`src/rtl/position_tracker_pkg.sv`:
```
// rtl/position_tracker_pkg.sv - shared zone encoding and next-zone/step rule for position_tracker_mc
// Contents:
//   zone_t          per-channel hysteresis zone (UNKNOWN, LOW, HIGH)
//   zone_update_t   next zone plus signed count step (-1/0/+1)
//   next_zone_step  zone transition rule from threshold hits and direction
package position_tracker_pkg;

  typedef enum logic [1:0] {
    ZONE_UNKNOWN = 2'd0,
    ZONE_LOW     = 2'd1,
    ZONE_HIGH    = 2'd2
  } zone_t;

  localparam logic signed [1:0] STEP_NONE = 2'sb00;
  localparam logic signed [1:0] STEP_UP   = 2'sb01;
  localparam logic signed [1:0] STEP_DOWN = 2'sb11;

  typedef struct packed {
    zone_t             zone;
    logic signed [1:0] step;
  } zone_update_t;

  // at_upper wins over at_lower so a misconfigured (lower > upper) window
  // still resolves deterministically. Only a LOW<->HIGH transition counts;
  // leaving UNKNOWN just establishes the starting zone.
  function automatic zone_update_t next_zone_step(
    input zone_t zone,
    input logic  at_upper,
    input logic  at_lower,
    input logic  dir
  );
    zone_update_t upd;
    upd.zone = zone;
    upd.step = STEP_NONE;
    if (at_upper) begin
      upd.zone = ZONE_HIGH;
      if (zone == ZONE_LOW) upd.step = dir ? STEP_UP : STEP_DOWN;
    end else if (at_lower) begin
      upd.zone = ZONE_LOW;
      if (zone == ZONE_HIGH) upd.step = dir ? STEP_UP : STEP_DOWN;
    end
    return upd;
  endfunction

endpackage

```
`src/rtl/position_tracker_mc_if.sv`:
```
// rtl/position_tracker_mc_if.sv - AXI-Stream style handshake bundle for position_tracker_mc
// Signals: tvalid, tready, tdata[DATA_WIDTH], tuser[USER_WIDTH]
// Modports: master drives tvalid/tdata/tuser, slave drives tready
interface position_tracker_mc_if #(
  parameter int DATA_WIDTH = 32,
  parameter int USER_WIDTH = 2
);
  logic                  tvalid;
  logic                  tready;
  logic [DATA_WIDTH-1:0] tdata;
  logic [USER_WIDTH-1:0] tuser;

  modport master (output tvalid, output tdata, output tuser, input tready);
  modport slave  (input tvalid, input tdata, input tuser, output tready);
endinterface

```
`src/rtl/position_tracker_zone.sv`:
```
// rtl/position_tracker_zone.sv - combinational hysteresis comparator shared by all channels
// Ports:
//   zone_i    current zone of the selected channel
//   sample_i  signed input sample
//   lower_i   signed lower threshold
//   upper_i   signed upper threshold
//   dir_i     1 = crossings count up, 0 = count down
//   zone_o    next zone
//   step_o    signed count step (-1/0/+1)
module position_tracker_zone
  import position_tracker_pkg::*;
#(
  parameter int DATA_WIDTH = 32
) (
  input  zone_t                        zone_i,
  input  logic signed [DATA_WIDTH-1:0] sample_i,
  input  logic signed [DATA_WIDTH-1:0] lower_i,
  input  logic signed [DATA_WIDTH-1:0] upper_i,
  input  logic                         dir_i,
  output zone_t                        zone_o,
  output logic signed [1:0]            step_o
);

  zone_update_t upd;

  always_comb begin
    upd    = next_zone_step(zone_i, sample_i >= upper_i, sample_i <= lower_i, dir_i);
    zone_o = upd.zone;
    step_o = upd.step;
  end

endmodule

```
`src/rtl/position_tracker_mc.sv`:
```
// rtl/position_tracker_mc.sv - multi-channel hysteresis fringe counter with registered AXI-Stream output
// Optional feature macro: POSITION_TRACKER_MC_DIR_EN (S_AXIS.tuser MSB selects count direction)
// Ports:
//   SYS_aclk           clock, rising edge
//   SYS_areset         asynchronous active-high reset
//   FC_lower_treshold  signed lower threshold
//   FC_upper_treshold  signed upper threshold
//   FC_clear           one-cycle pulse, clears every channel
//   S_AXIS             slave stream: tdata = sample, tuser = {[dir,] channel}
//   M_AXIS             master stream: tdata = post-update position, tuser = channel
module position_tracker_mc
  import position_tracker_pkg::*;
#(
  parameter int AXIS_TDATA_WIDTH = 32,
  parameter int CHANNEL_COUNT    = 4,
  parameter int CHANNEL_WIDTH    = (CHANNEL_COUNT > 1) ? $clog2(CHANNEL_COUNT) : 1,
  parameter int POSITION_WIDTH   = 32
) (
  input  logic                               SYS_aclk,
  input  logic                               SYS_areset,
  input  logic signed [AXIS_TDATA_WIDTH-1:0] FC_lower_treshold,
  input  logic signed [AXIS_TDATA_WIDTH-1:0] FC_upper_treshold,
  input  logic                               FC_clear,
  position_tracker_mc_if.slave               S_AXIS,
  position_tracker_mc_if.master              M_AXIS
);

  logic [CHANNEL_WIDTH-1:0] tag;
  logic                     dir;

  assign tag = S_AXIS.tuser[CHANNEL_WIDTH-1:0];
`ifdef POSITION_TRACKER_MC_DIR_EN
  assign dir = S_AXIS.tuser[CHANNEL_WIDTH];
`else
  assign dir = 1'b1;
`endif

  zone_t                     zone_q  [CHANNEL_COUNT];
  zone_t                     zone_d  [CHANNEL_COUNT];
  logic [POSITION_WIDTH-1:0] count_q [CHANNEL_COUNT];
  logic [POSITION_WIDTH-1:0] count_d [CHANNEL_COUNT];

  logic                      m_valid_q, m_valid_d;
  logic [POSITION_WIDTH-1:0] m_data_q,  m_data_d;
  logic [CHANNEL_WIDTH-1:0]  m_user_q,  m_user_d;

  logic s_ready;
  logic accept;

  assign s_ready = !m_valid_q || M_AXIS.tready;
  assign accept  = S_AXIS.tvalid && s_ready;

  assign S_AXIS.tready = s_ready;
  assign M_AXIS.tvalid = m_valid_q;
  assign M_AXIS.tdata  = m_data_q;
  assign M_AXIS.tuser  = m_user_q;

  // Tag mux into the single shared comparator. A clear in the same cycle
  // presents the cleared state so the sample is judged against it.
  logic                      tag_hit;
  zone_t                     cur_zone;
  logic [POSITION_WIDTH-1:0] cur_count;

  always_comb begin
    tag_hit   = 1'b0;
    cur_zone  = ZONE_UNKNOWN;
    cur_count = '0;
    for (int ch = 0; ch < CHANNEL_COUNT; ch++) begin
      if (tag == CHANNEL_WIDTH'(ch)) begin
        tag_hit   = 1'b1;
        cur_zone  = zone_q[ch];
        cur_count = count_q[ch];
      end
    end
    if (FC_clear) begin
      cur_zone  = ZONE_UNKNOWN;
      cur_count = '0;
    end
  end

  zone_t             next_zone;
  logic signed [1:0] step;

  position_tracker_zone #(
    .DATA_WIDTH(AXIS_TDATA_WIDTH)
  ) u_zone (
    .zone_i   (cur_zone),
    .sample_i ($signed(S_AXIS.tdata)),
    .lower_i  (FC_lower_treshold),
    .upper_i  (FC_upper_treshold),
    .dir_i    (dir),
    .zone_o   (next_zone),
    .step_o   (step)
  );

  // Plain modular add/subtract: wraps max-positive <-> min-negative.
  logic [POSITION_WIDTH-1:0] new_count;

  always_comb begin
    case (step)
      STEP_UP:   new_count = cur_count + POSITION_WIDTH'(1);
      STEP_DOWN: new_count = cur_count - POSITION_WIDTH'(1);
      default:   new_count = cur_count;
    endcase
  end

  always_comb begin
    zone_d    = zone_q;
    count_d   = count_q;
    m_valid_d = m_valid_q && !M_AXIS.tready;
    m_data_d  = m_data_q;
    m_user_d  = m_user_q;

    if (FC_clear) begin
      for (int ch = 0; ch < CHANNEL_COUNT; ch++) begin
        zone_d[ch]  = ZONE_UNKNOWN;
        count_d[ch] = '0;
      end
    end

    if (accept) begin
      for (int ch = 0; ch < CHANNEL_COUNT; ch++) begin
        if (tag == CHANNEL_WIDTH'(ch)) begin
          zone_d[ch]  = next_zone;
          count_d[ch] = new_count;
        end
      end
      // Out-of-range tags still produce a beat, but it reports 0.
      m_valid_d = 1'b1;
      m_data_d  = tag_hit ? new_count : '0;
      m_user_d  = tag;
    end
  end

  always_ff @(posedge SYS_aclk or posedge SYS_areset) begin
    if (SYS_areset) begin
      for (int ch = 0; ch < CHANNEL_COUNT; ch++) begin
        zone_q[ch]  <= ZONE_UNKNOWN;
        count_q[ch] <= '0;
      end
      m_valid_q <= 1'b0;
      m_data_q  <= '0;
      m_user_q  <= '0;
    end else begin
      zone_q    <= zone_d;
      count_q   <= count_d;
      m_valid_q <= m_valid_d;
      m_data_q  <= m_data_d;
      m_user_q  <= m_user_d;
    end
  end

endmodule

```
`src/flat_wrapper.sv`:
```
// flat-port wrapper written by rule: the top's interface ports become plain ports
module position_tracker_mc_flat import position_tracker_pkg::*;
#(
  parameter int AXIS_TDATA_WIDTH = 32,
  parameter int CHANNEL_COUNT    = 4,
  parameter int CHANNEL_WIDTH    = (CHANNEL_COUNT > 1) ? $clog2(CHANNEL_COUNT) : 1,
  parameter int POSITION_WIDTH   = 32
)
  (SYS_aclk, SYS_areset, FC_lower_treshold, FC_upper_treshold, FC_clear, S_AXIS_tvalid, S_AXIS_tdata, S_AXIS_tuser, S_AXIS_tready, M_AXIS_tvalid, M_AXIS_tdata, M_AXIS_tuser, M_AXIS_tready);
  position_tracker_mc_if #(.DATA_WIDTH(32), .USER_WIDTH((2))) S_AXIS_i ();
  position_tracker_mc_if #(.DATA_WIDTH(32), .USER_WIDTH(2)) M_AXIS_i ();
  input  logic SYS_aclk;
  input  logic SYS_areset;
  input  logic signed [AXIS_TDATA_WIDTH-1:0] FC_lower_treshold;
  input  logic signed [AXIS_TDATA_WIDTH-1:0] FC_upper_treshold;
  input  logic FC_clear;
  input wire logic [$bits(S_AXIS_i.tvalid)-1:0] S_AXIS_tvalid;
  input wire logic [$bits(S_AXIS_i.tdata)-1:0] S_AXIS_tdata;
  input wire logic [$bits(S_AXIS_i.tuser)-1:0] S_AXIS_tuser;
  output wire logic [$bits(S_AXIS_i.tready)-1:0] S_AXIS_tready;
  output wire logic [$bits(M_AXIS_i.tvalid)-1:0] M_AXIS_tvalid;
  output wire logic [$bits(M_AXIS_i.tdata)-1:0] M_AXIS_tdata;
  output wire logic [$bits(M_AXIS_i.tuser)-1:0] M_AXIS_tuser;
  input wire logic [$bits(M_AXIS_i.tready)-1:0] M_AXIS_tready;
  assign S_AXIS_i.tvalid = S_AXIS_tvalid;
  assign S_AXIS_i.tdata = S_AXIS_tdata;
  assign S_AXIS_i.tuser = S_AXIS_tuser;
  assign S_AXIS_tready = S_AXIS_i.tready;
  assign M_AXIS_tvalid = M_AXIS_i.tvalid;
  assign M_AXIS_tdata = M_AXIS_i.tdata;
  assign M_AXIS_tuser = M_AXIS_i.tuser;
  assign M_AXIS_i.tready = M_AXIS_tready;
  position_tracker_mc #(.AXIS_TDATA_WIDTH(AXIS_TDATA_WIDTH), .CHANNEL_COUNT(CHANNEL_COUNT), .CHANNEL_WIDTH(CHANNEL_WIDTH), .POSITION_WIDTH(POSITION_WIDTH)) u_core (.SYS_aclk(SYS_aclk), .SYS_areset(SYS_areset), .FC_lower_treshold(FC_lower_treshold), .FC_upper_treshold(FC_upper_treshold), .FC_clear(FC_clear), .S_AXIS(S_AXIS_i), .M_AXIS(M_AXIS_i));
endmodule
```
`config.mk`:
```
export PLATFORM = sky130hd
export DESIGN_NAME = position_tracker_mc_flat
export DESIGN_NICKNAME = d
export VERILOG_FILES = /design/src/rtl/position_tracker_pkg.sv /design/src/rtl/position_tracker_mc_if.sv /design/src/rtl/position_tracker_zone.sv /design/src/rtl/position_tracker_mc.sv /design/src/flat_wrapper.sv
export SDC_FILE = /design/constraint.sdc
export NUM_CORES = 1
export LEC_CHECK = 0
export CAP_MARGIN = 20
export CORE_ASPECT_RATIO = 1.2
export CORE_UTILIZATION = 25
export CTS_CLUSTER_DIAMETER = 80
export DETAILED_ROUTE_END_ITERATION = 8
export SYNTH_ARGS = -nofsm -noshare
export SYNTH_HDL_FRONTEND = slang
export SYNTH_SLANG_ARGS = --single-unit
```
`constraint.sdc`:
```
create_clock -name SYS_aclk -period 7.4 [get_ports SYS_aclk]
set_input_delay 1.48 -clock SYS_aclk [delete_from_list [all_inputs] [get_ports SYS_aclk]]
set_output_delay 1.48 -clock SYS_aclk [all_outputs]
set_load 0.02 [all_outputs]
```
==> flow_metrics.env <==
export IMPL_cap_violations=0
export IMPL_crit_path_end_kind="register"
export IMPL_nNetsFinal=1369
export IMPL_cts_buffers=17
export IMPL_synth_top_area_share_pct=40.5
export IMPL_mostFrequentLayoutCells="171 x dfrtp_1, 135 x clkdlybuf4s50_1, 116 x o21ai_0, 93 x nand2_1, 78 x a21oi_1"
export IMPL_leakagePower_nw=5.66
export IMPL_grt_use_met1_pct=17.8
export IMPL_synth_edff_count=0
export IMPL_outcome="finished clean"
export IMPL_antenna_found_initial=0
export IMPL_dr_pass1_iters=5
export IMPL_initial_utilization_pct=25.3
export IMPL_viasPerCell=5.13
export IMPL_drc_errors=0
export IMPL_relSlewSlack_pct=34.0
export IMPL_crit_type="in2reg"
export IMPL_ys_types=65
export IMPL_ys_warn_count=0
export IMPL_setup_viol_count_final=0
export IMPL_power_density_nw_per_um2=170
export IMPL_arrival_ps=5470
export IMPL_row_count=82
export IMPL_design_area_sq_um=13100
export IMPL_clkTransAtPathRegs_ps=70
export IMPL_slew_violations=0
export IMPL_syn_num_nets=1263
export IMPL_top_usage_layer="met2"
export IMPL_fp_dieH_um=227
export IMPL_post_drt_wl_per_cell_um=18.0
export IMPL_cts_tree="done"
export IMPL_syn_instance_count=1095
export IMPL_fin_skew_ps=11.1
export IMPL_async_reset_ff_share_pct=100
export IMPL_layout_drive_gt1_share_pct=8.48
export IMPL_required_ps=7720
export IMPL_dp_cells=1726
export IMPL_clock_latency_ps=440
export IMPL_antenna_left=0
export IMPL_dieWidth_um=190
export IMPL_die_area_sq_um=43100
export IMPL_dr_first_iter_drc_count=687
export IMPL_grt_util_met2_pct=26.0
export IMPL_period_share_pct=69.5
export IMPL_clock_sinks=171
export IMPL_postCtsSetupBuffers=0
export IMPL_critPathLaunchType="primary input"
export IMPL_place_congestion=0.840
export IMPL_grt_pass1_wl_um=49800
export IMPL_antenna_cells=0
export IMPL_tightest_slew_ps=990
export IMPL_syn_cell_area_sq_um=10600
export IMPL_cts_resized_gates=0
export IMPL_postCtsHoldBufs=0
export IMPL_seq_area_frac_synth_pct=40.5
export IMPL_path_max_fanout=37
export IMPL_io_buffers=138
export IMPL_synth_ff_type="dfrtp_1"
export IMPL_mostFrequentLayoutCell="dfrtp_1"
export IMPL_coreArea_sq_um=41800
export IMPL_postPlaceCellArea_sq_um=12500
export IMPL_rsz0062_at_grt="false"
export IMPL_final_cells=1760
export IMPL_grt_max_degree=82
export IMPL_vias=9024
export IMPL_cts_buffer_depth=2
export IMPL_avgSynthCellArea_sq_um=9.65
export IMPL_final_min_clock_period_ps=5150
export IMPL_max_freq_mhz=194
export IMPL_cts_root_buf="clkbuf_16"
export IMPL_ys_ff_latch=171
export IMPL_track_usage_pct=14.7
export IMPL_met3_usage_pct=2.19
export IMPL_area_growth_pct=24.0
export IMPL_grt_pass1_vias=9150
export IMPL_finalWirelength_um=31700
export IMPL_grt_ovfl_total=0
export IMPL_boundaryPins=139
export IMPL_htree_num_levels=4
export IMPL_finalSetupTns_ps=0
export IMPL_hold_class="reg2reg"
export IMPL_vdd_ir_drop_worst_mv=0.140
export IMPL_dp_final_hpwl_um=21300
export IMPL_synth_largest_area_cell="dfrtp_1"
export IMPL_post_synth_main_area_contributors="dfrtp_1 40%, ha_1 7.7%, o21ai_0 5.5%"
export IMPL_hold_viol=0
==> worst max-delay path: stages <==
cell and delay (ps):
clkdlybuf4s50_1 460, inv_1 40, ha_1 300, nand4_1 180, or4_1 620, o21ai_0 300
o21bai_1 160, nor4b_2 300, mux2_2 730, nand3_1 230, and2_1 280, a221o_1 360
==> per-stage QoR <==
step / utilization (%) / setup WS, ps / power [mW] / hold slack (ps)
floorplan: - / 1290 / 1.18 / 470
global placement: 29.8 / 1770 / 1.32 / 456
detailed placement: 29.9 / 1730 / 1.33 / 469
CTS: 31.3 / 2180 / 2.25 / 483
global route: 31.4 / 1960 / 2.31 / 507
finish: 31.4 / 2250 / 2.22 / 473
==> kinds of logic after synthesis <==
| logic type | after synthesis | share of synthesized area (%) |
|---|---|---|
| AO/OA/AOI/OAI | 324 | 18.5 |
| XOR/XNOR | 25 | 2.07 |
| buffers and inverters | 147 | 5.81 |
| adder cells (fa/ha/maj) | 65 | 7.69 |
| multiplexers | 77 | 11.4 |
| AND/OR/NAND/NOR | 286 | 14.1 |
| flip-flops | 171 | 40.5 |
==> registers in the layout (all words and copies together) (netlist names) <==
name / cells
u_core.M_AXIS.tdata: 32
u_core.M_AXIS.tuser: 2
u_core.zone_q: 8
u_core.count_q: 128
u_core.M_AXIS.tvalid: 1
==> synth_stat cells, types with 27 or more instances <==
| cell type | count |
|---|---|
| dfrtp_1 | 171 |
| o21ai_0 | 116 |
| nand2_1 | 94 |
| a21oi_1 | 78 |
| inv_1 | 75 |
| ha_1 | 65 |
| clkbuf_1 | 54 |
| mux2i_1 | 43 |
| o22ai_1 | 42 |
| nand3_1 | 41 |
| nor2_1 | 31 |
| and3_1 | 28 |
| nand4_1 | 27 |
==> power breakdown <==
| group | switching [mW] | total (mW) | internal, mW |
|---|---|---|---|
| logic | 0.194 | 0.339 | 0.145 |
| registers | 0.0136 | 0.972 | 0.958 |
| clock network | 0.393 | 0.913 | 0.520 |
| total | 0.601 | 2.22 | 1.62 |
==> per-layer routing <==
| metal | up-vias | wire length [um] |
|---|---|---|
| met5 | - | 0 |
| met4 | 0 | 743 |
| met3 | 49 | 1530 |
| met2 | 290 | 15600 |
| met1 | 4429 | 13800 |
| li1 | 4256 | - |
==> worst paths after layout <==
check                                         from  slack (ps)                 endpoint  depth (start not counted)
setup / recovery             FC_lower_treshold[23]        2250      u_core.count_q[109]                         12
hold / removal             u_core.M_AXIS.tdata[25]         470  u_core.M_AXIS.tdata[25]                          2
setup reg to reg                u_core.count_q[73]        3910  u_core.M_AXIS.tdata[24]                          9
hold reg to reg            u_core.M_AXIS.tdata[25]         470  u_core.M_AXIS.tdata[25]                          2
max in group asynchronous               SYS_areset        4840  u_core.M_AXIS.tdata[18]                          3
min in group asynchronous               SYS_areset        1340       u_core.count_q[11]                          2
==> area by class of cell <==
| type | instances | area, sq um |
|---|---|---|
| multi-input combinational | 777 | 5710 |
| sequential | 171 | 4280 |
| clock inverter | 11 | 135 |
| timing repair buffer | 159 | 1560 |
| fill | 4281 | 28700 |
| clock buffer | 21 | 460 |
| inverter | 75 | 287 |
| tap | 546 | 683 |
Power figures use the tool's default switching activity.
==> variant 1 (same settings) <==
Take the reset off `m_data_q` and load it in a clocked block of its own.
--- a/src/rtl/position_tracker_mc.sv
+++ b/src/rtl/position_tracker_mc.sv
@@ -139,16 +139,18 @@
         count_q[ch] <= '0;
       end
       m_valid_q <= 1'b0;
-      m_data_q  <= '0;
       m_user_q  <= '0;
     end else begin
       zone_q    <= zone_d;
       count_q   <= count_d;
       m_valid_q <= m_valid_d;
-      m_data_q  <= m_data_d;
       m_user_q  <= m_user_d;
     end
   end
 
+  always_ff @(posedge SYS_aclk) begin
+    m_data_q <= m_data_d;
+  end
+
 endmodule
 
Check against the original RTL: differs if SYS_areset is asserted again (counterexample within 4 cycles, from zero or initial values and one cycle with SYS_areset high); with SYS_areset held inactive, the same outputs for 4 cycles.
==> variant 1 against the original RTL <==
- die area increased by 0.30%
- utilization decreased by 0.15 points
- power increased by 0.85%
- worst setup slack got worse by 0.075 ns
- cell count decreased by 0.80%
- routed wire length increased by 0.13%
- clock skew about the same
- sequential cell count unchanged
- non-clock buffer count decreased by 2
- highest routed layer is now met5
- sequential share of layout area increased by 1.4 points
- global-route usage increased by 0.23 points
- area after synthesis increased by 0.30%
- critical path type unchanged
- cell area decreased by 0.49%
==> variant 1: results (changes against the original RTL) <==
metric;value;unit;change
share of cells above drive strength 1;0.08417;;-0.0006768
maximum VDD drop;112.9;uV;-20%
Clock Skew;0.01142;ns;+0.0003274 ns
Post-DP Area;12450;um2;-0.17%
dpl hpwl;21980;um;+3.0%
crit path to;u_core.count_q[99]$_DFF_PP0_;;
Post-synth EDFFs;32;;+32
Slew HR;0.4213;;+0.08153
Pleak;5.233;nW;-7.5%
r2r endpoint;u_core.count_q[57]$_DFF_PP0_;;
Critical Path AT;5.56;ns;+0.09 ns
largest net degree at the start of global routing;74;;-9.8%
wl on met1;13350;um;-3.0%
Place WS;1.700;ns;-0.03425 ns
Reg2Reg Depth;8;;-1
M2 GR Usage;0.2506;;-0.008953
Post-synth ARST share;0.8129;;-0.1871
R2R setup slack;3.68;ns;-0.23 ns
antenna violations before repair;1;;+1
routability congestion estimate;0.8420;;+0.26%
top layer reached by signal wires;met5;;
Layout Nets;1355;;-1.0%
Slowest-stage cell, CP;o22a_2;;
sequential share of the synthesized area;0.4187;;+0.01391
first-pass GRT wire length;50780;um;+2.1%
Hold Path Sink;u_core.count_q[127]$_DFF_PP0_;;
vias in the first global route;9309;;+1.7%
Netlist cell types;66;;+1.5%
met1 GRT Util;0.1797;;+0.002024
status;finished clean;;
Post-Syn Nets;1258;;-0.40%
# fillers;4296;;+0.35%
metal3 WL;1962;um;+28%
## variant 1: cell count changes in the layout (fill, tap and decap cells not counted), moves of 28 or more
cell	unedited run	this run
mux2i_1	42	14
a311oi_1	1	52
o22ai_1	42	7
o21ai_0	116	43
a21oi_1	78	45
nand3_1	40	75
edfxtp_1	0	32
dfrtp_1	171	139
nor2_1	30	89
## variant 1: final cells by class
cell class              instances  area [um2]  area share
well taps                     546       683.2     0.05237
repair buffers                157        1509      0.1157
clock buffers                  22       486.7     0.03731
flip-flops and latches        171        4439      0.3403
inverters                      74       282.8     0.02168
multi-input cells             766        5538      0.4246
clock inverters                10       105.1    0.008058
## variant 1: cell families after synthesis
family                     count (synthesis)  share of synthesized area
AOI/OAI and AO/OA                        278                     0.1834
xor gates and xnor gates                   8                   0.006609
adders and majority gates                 65                    0.07671
buffers and inverters                    153                    0.06089
DFF                                      171                     0.4187
muxes                                     46                    0.07800
and+or+nand+nor                          369                     0.1757
## variant 1: report_power, final
group / internal, mW / switching (mW) / total, mW
registers: 0.988 / 0.0136 / 1.00
clock network: 0.508 / 0.396 / 0.904
logic: 0.144 / 0.193 / 0.337
## variant 1: stage by stage
| stage | instances | util | hold slack, ns | power, mW |
|---|---|---|---|---|
| after global routing | 1746 | 0.3124 | 0.4933 | 2.347 |
| after global placement | 1714 | 0.2982 | 0.4638 | 1.354 |
| after detailed placement | 1714 | 0.2982 | 0.4733 | 1.359 |
| after floorplan | 1090 | - | 0.4408 | 1.217 |
| final | 1746 | 0.3124 | 0.4827 | 2.243 |
| after CTS | 1746 | 0.3124 | 0.4790 | 2.268 |
==> variant 2 (config.mk and constraints unchanged) <==
Without the edit above. Make the reset (`SYS_areset`) synchronous in one clocked block. Comments in the files are not updated.
--- a/src/rtl/position_tracker_mc.sv
+++ b/src/rtl/position_tracker_mc.sv
@@ -132,7 +132,7 @@
     end
   end
 
-  always_ff @(posedge SYS_aclk or posedge SYS_areset) begin
+  always_ff @(posedge SYS_aclk) begin
     if (SYS_areset) begin
       for (int ch = 0; ch < CHANNEL_COUNT; ch++) begin
         zone_q[ch]  <= ZONE_UNKNOWN;
Formal check against the unedited RTL: differs if SYS_areset is asserted again (counterexample within 4 cycles, from zero or initial values and one cycle with SYS_areset high); with SYS_areset held inactive, the same outputs for 4 cycles.
==> variant 2 against the original RTL <==
- routed wire length decreased by 17%
- power is 5.4% lower
- first-iteration DRC count shrank 50%
- area after synthesis fell by 14%
- sequential cell count is the same
- worst setup slack worse by 0.11 ns
- cell area shrank 12%
- hold slack got worse by 0.020 ns
- critical path type unchanged
- highest routed layer unchanged
==> variant 2: results (changes against the original RTL) <==
metric;value;unit;change
largest net degree at the start of global routing;46;;-44%
first-pass GRT wire length;42740;um;-14%
Switching Share;0.2458;;-0.02426
Syn Std Cell Area;9084;um2;-14%
top cells by area, synth;dfxtp_1 38%, ha_1 9.0%, a22o_1 8.2%;;
routability congestion estimate;0.8214;;-2.2%
dpl hpwl;18520;um;-13%
hold_sp;u_core.count_q[97]$_SDFF_PP0_;;
routed len/inst;16.90;um;-6.1%
status;finished clean;;
Post-Route WL;26350;um;-17%
CTS Buf Count;17;;unchanged
Layout Nets;1249;;-8.8%
Clock Skew;0.006944;ns;-0.004150 ns
crit-path max FO;24;;-35%
Slowest-stage cell, CP;or4_1;;
ant diodes;0;;unchanged
H-tree depth;4;;unchanged
Critical Path AT;5.55;ns;+0.08 ns
Pleak;4.700;nW;-17%
Post-synth EDFFs;0;;unchanged
Post-Syn Nets;1128;;-11%
Netlist cell types;67;;+3.1%
worst flop-to-flop path startpoint;u_core.count_q[39]$_SDFF_PP0_;;
Critical Path Start;FC_clear;;
I/O Buffers;138;;unchanged
# Post-CTS Setup Buffers;0;;unchanged
commonest cells in the netlist;171 x dfxtp_1, 85 x a22o_1, 77 x nand2_1;;
share of cells above drive strength 1;0.08799;;+0.003149
Vias;7635;;-15%
Post-synth ARST share;0;;-1.000
initial drt markers;346;;-50%
Hold Path Sink;u_core.count_q[97]$_SDFF_PP0_;;
crit path to;u_core.M_AXIS.tdata[26]$_SDFFE_PP0P_;;
antenna violations before repair;0;;unchanged
DRT Pass-1 Iters;5;;unchanged
Syn Inst Count;960;;-12%
R2R setup slack;4.09;ns;+0.18 ns
vias in the first global route;8013;;-12%
Slew HR;0.3399;;about the same
later-pin clock latency in the skew report;0.43;ns;
Setup-failing EPs final;0;;unchanged
max reg flops;128;;unchanged
# fillers;3645;;-15%
CP peak stage delay;0.93;ns;+0.20 ns
sequential share of the synthesized area;0.3769;;-0.02792
Placed Cells incl. Taps;1530;;-11%
maximum VDD drop;181.5;uV;+29%
Reg2Reg Depth;9;;unchanged
GRT Util Overall;0.1456;;-0.001117
variant 2: cell types whose count changed after synthesis, moves of 23 or more:
cell / unedited run / this run
dfxtp_1: 0 / 171
dfrtp_1: 171 / 0
a22o_1: 4 / 85
mux2i_1: 43 / 7
o21ai_0: 116 / 56
o22ai_1: 42 / 2
a21oi_1: 78 / 50
nor2_1: 31 / 73
nand3_1: 41 / 18
variant 2: logic make-up (layout without fill, tap and decap cells):
kind of cell | Yosys count | in the layout | share of synthesized area
adder cells (fa/ha/maj) | 65 | 65 | 0.08953
flip-flops | 171 | 171 | 0.3769
AO/OA/AOI/OAI | 258 | 258 | 0.1992
XOR/XNOR | 32 | 32 | 0.03168
buffers and inverters | 128 | 259 | 0.06116
multiplexers | 39 | 39 | 0.08333
AND/OR/NAND/NOR | 267 | 267 | 0.1583
variant 2: stage by stage:
| stage | util | area, um2 | setup WS (ns) | hold slack [ns] | total power, mW |
|---|---|---|---|---|---|
| after detailed placement | 0.3043 | 10910 | 1.691 | 0.4423 | 1.247 |
| after floorplan | - | 9084 | 3.138 | 0.4196 | 1.114 |
| final | 0.3199 | 11470 | 2.147 | 0.4526 | 2.103 |
| after global routing | 0.3199 | 11470 | 1.872 | 0.4799 | 2.192 |
| after global placement | 0.3043 | 10910 | 1.757 | 0.4325 | 1.243 |
| after CTS | 0.3199 | 11470 | 2.131 | 0.4561 | 2.120 |
variant 2: power by group through the flow:
stage               Clock, mW  Sequential, mW  Combinational [mW]
floorplan                   0           0.973               0.141
global placement            0           0.962               0.281
detailed placement          0           0.962               0.285
CTS                     0.892           0.942               0.286
global route            0.937           0.943               0.312
finish                  0.878           0.942               0.283
variant 2: final cells by class:
cell class                 count  area share
clock buffer                  19     0.03774
clock inverter                10     0.01113
inverter                      72     0.02356
multi-input combinational    661      0.4454
tap                          468     0.05105
sequential                   171      0.2985
timing repair buffer         158      0.1326
variant 2: worst reg2reg max path, delay by kind of cell, from the launching register on:
family	cells	cell delay [ns]
and+or+nand+nor	6	2.19
DFF	1	0.33
xor gates and xnor gates	1	0.29
muxes	1	0.22
AOI/OAI and AO/OA	1	0.15
variant 2: layer usage:
layer,GRT usage,up-vias,part of all wire
met5,0,-,0
met1,0.1731,3663,0.43
met4,0.04738,0,0.018
met3,0.03186,30,0.054
met2,0.2577,217,0.50
li1,-,3725,-
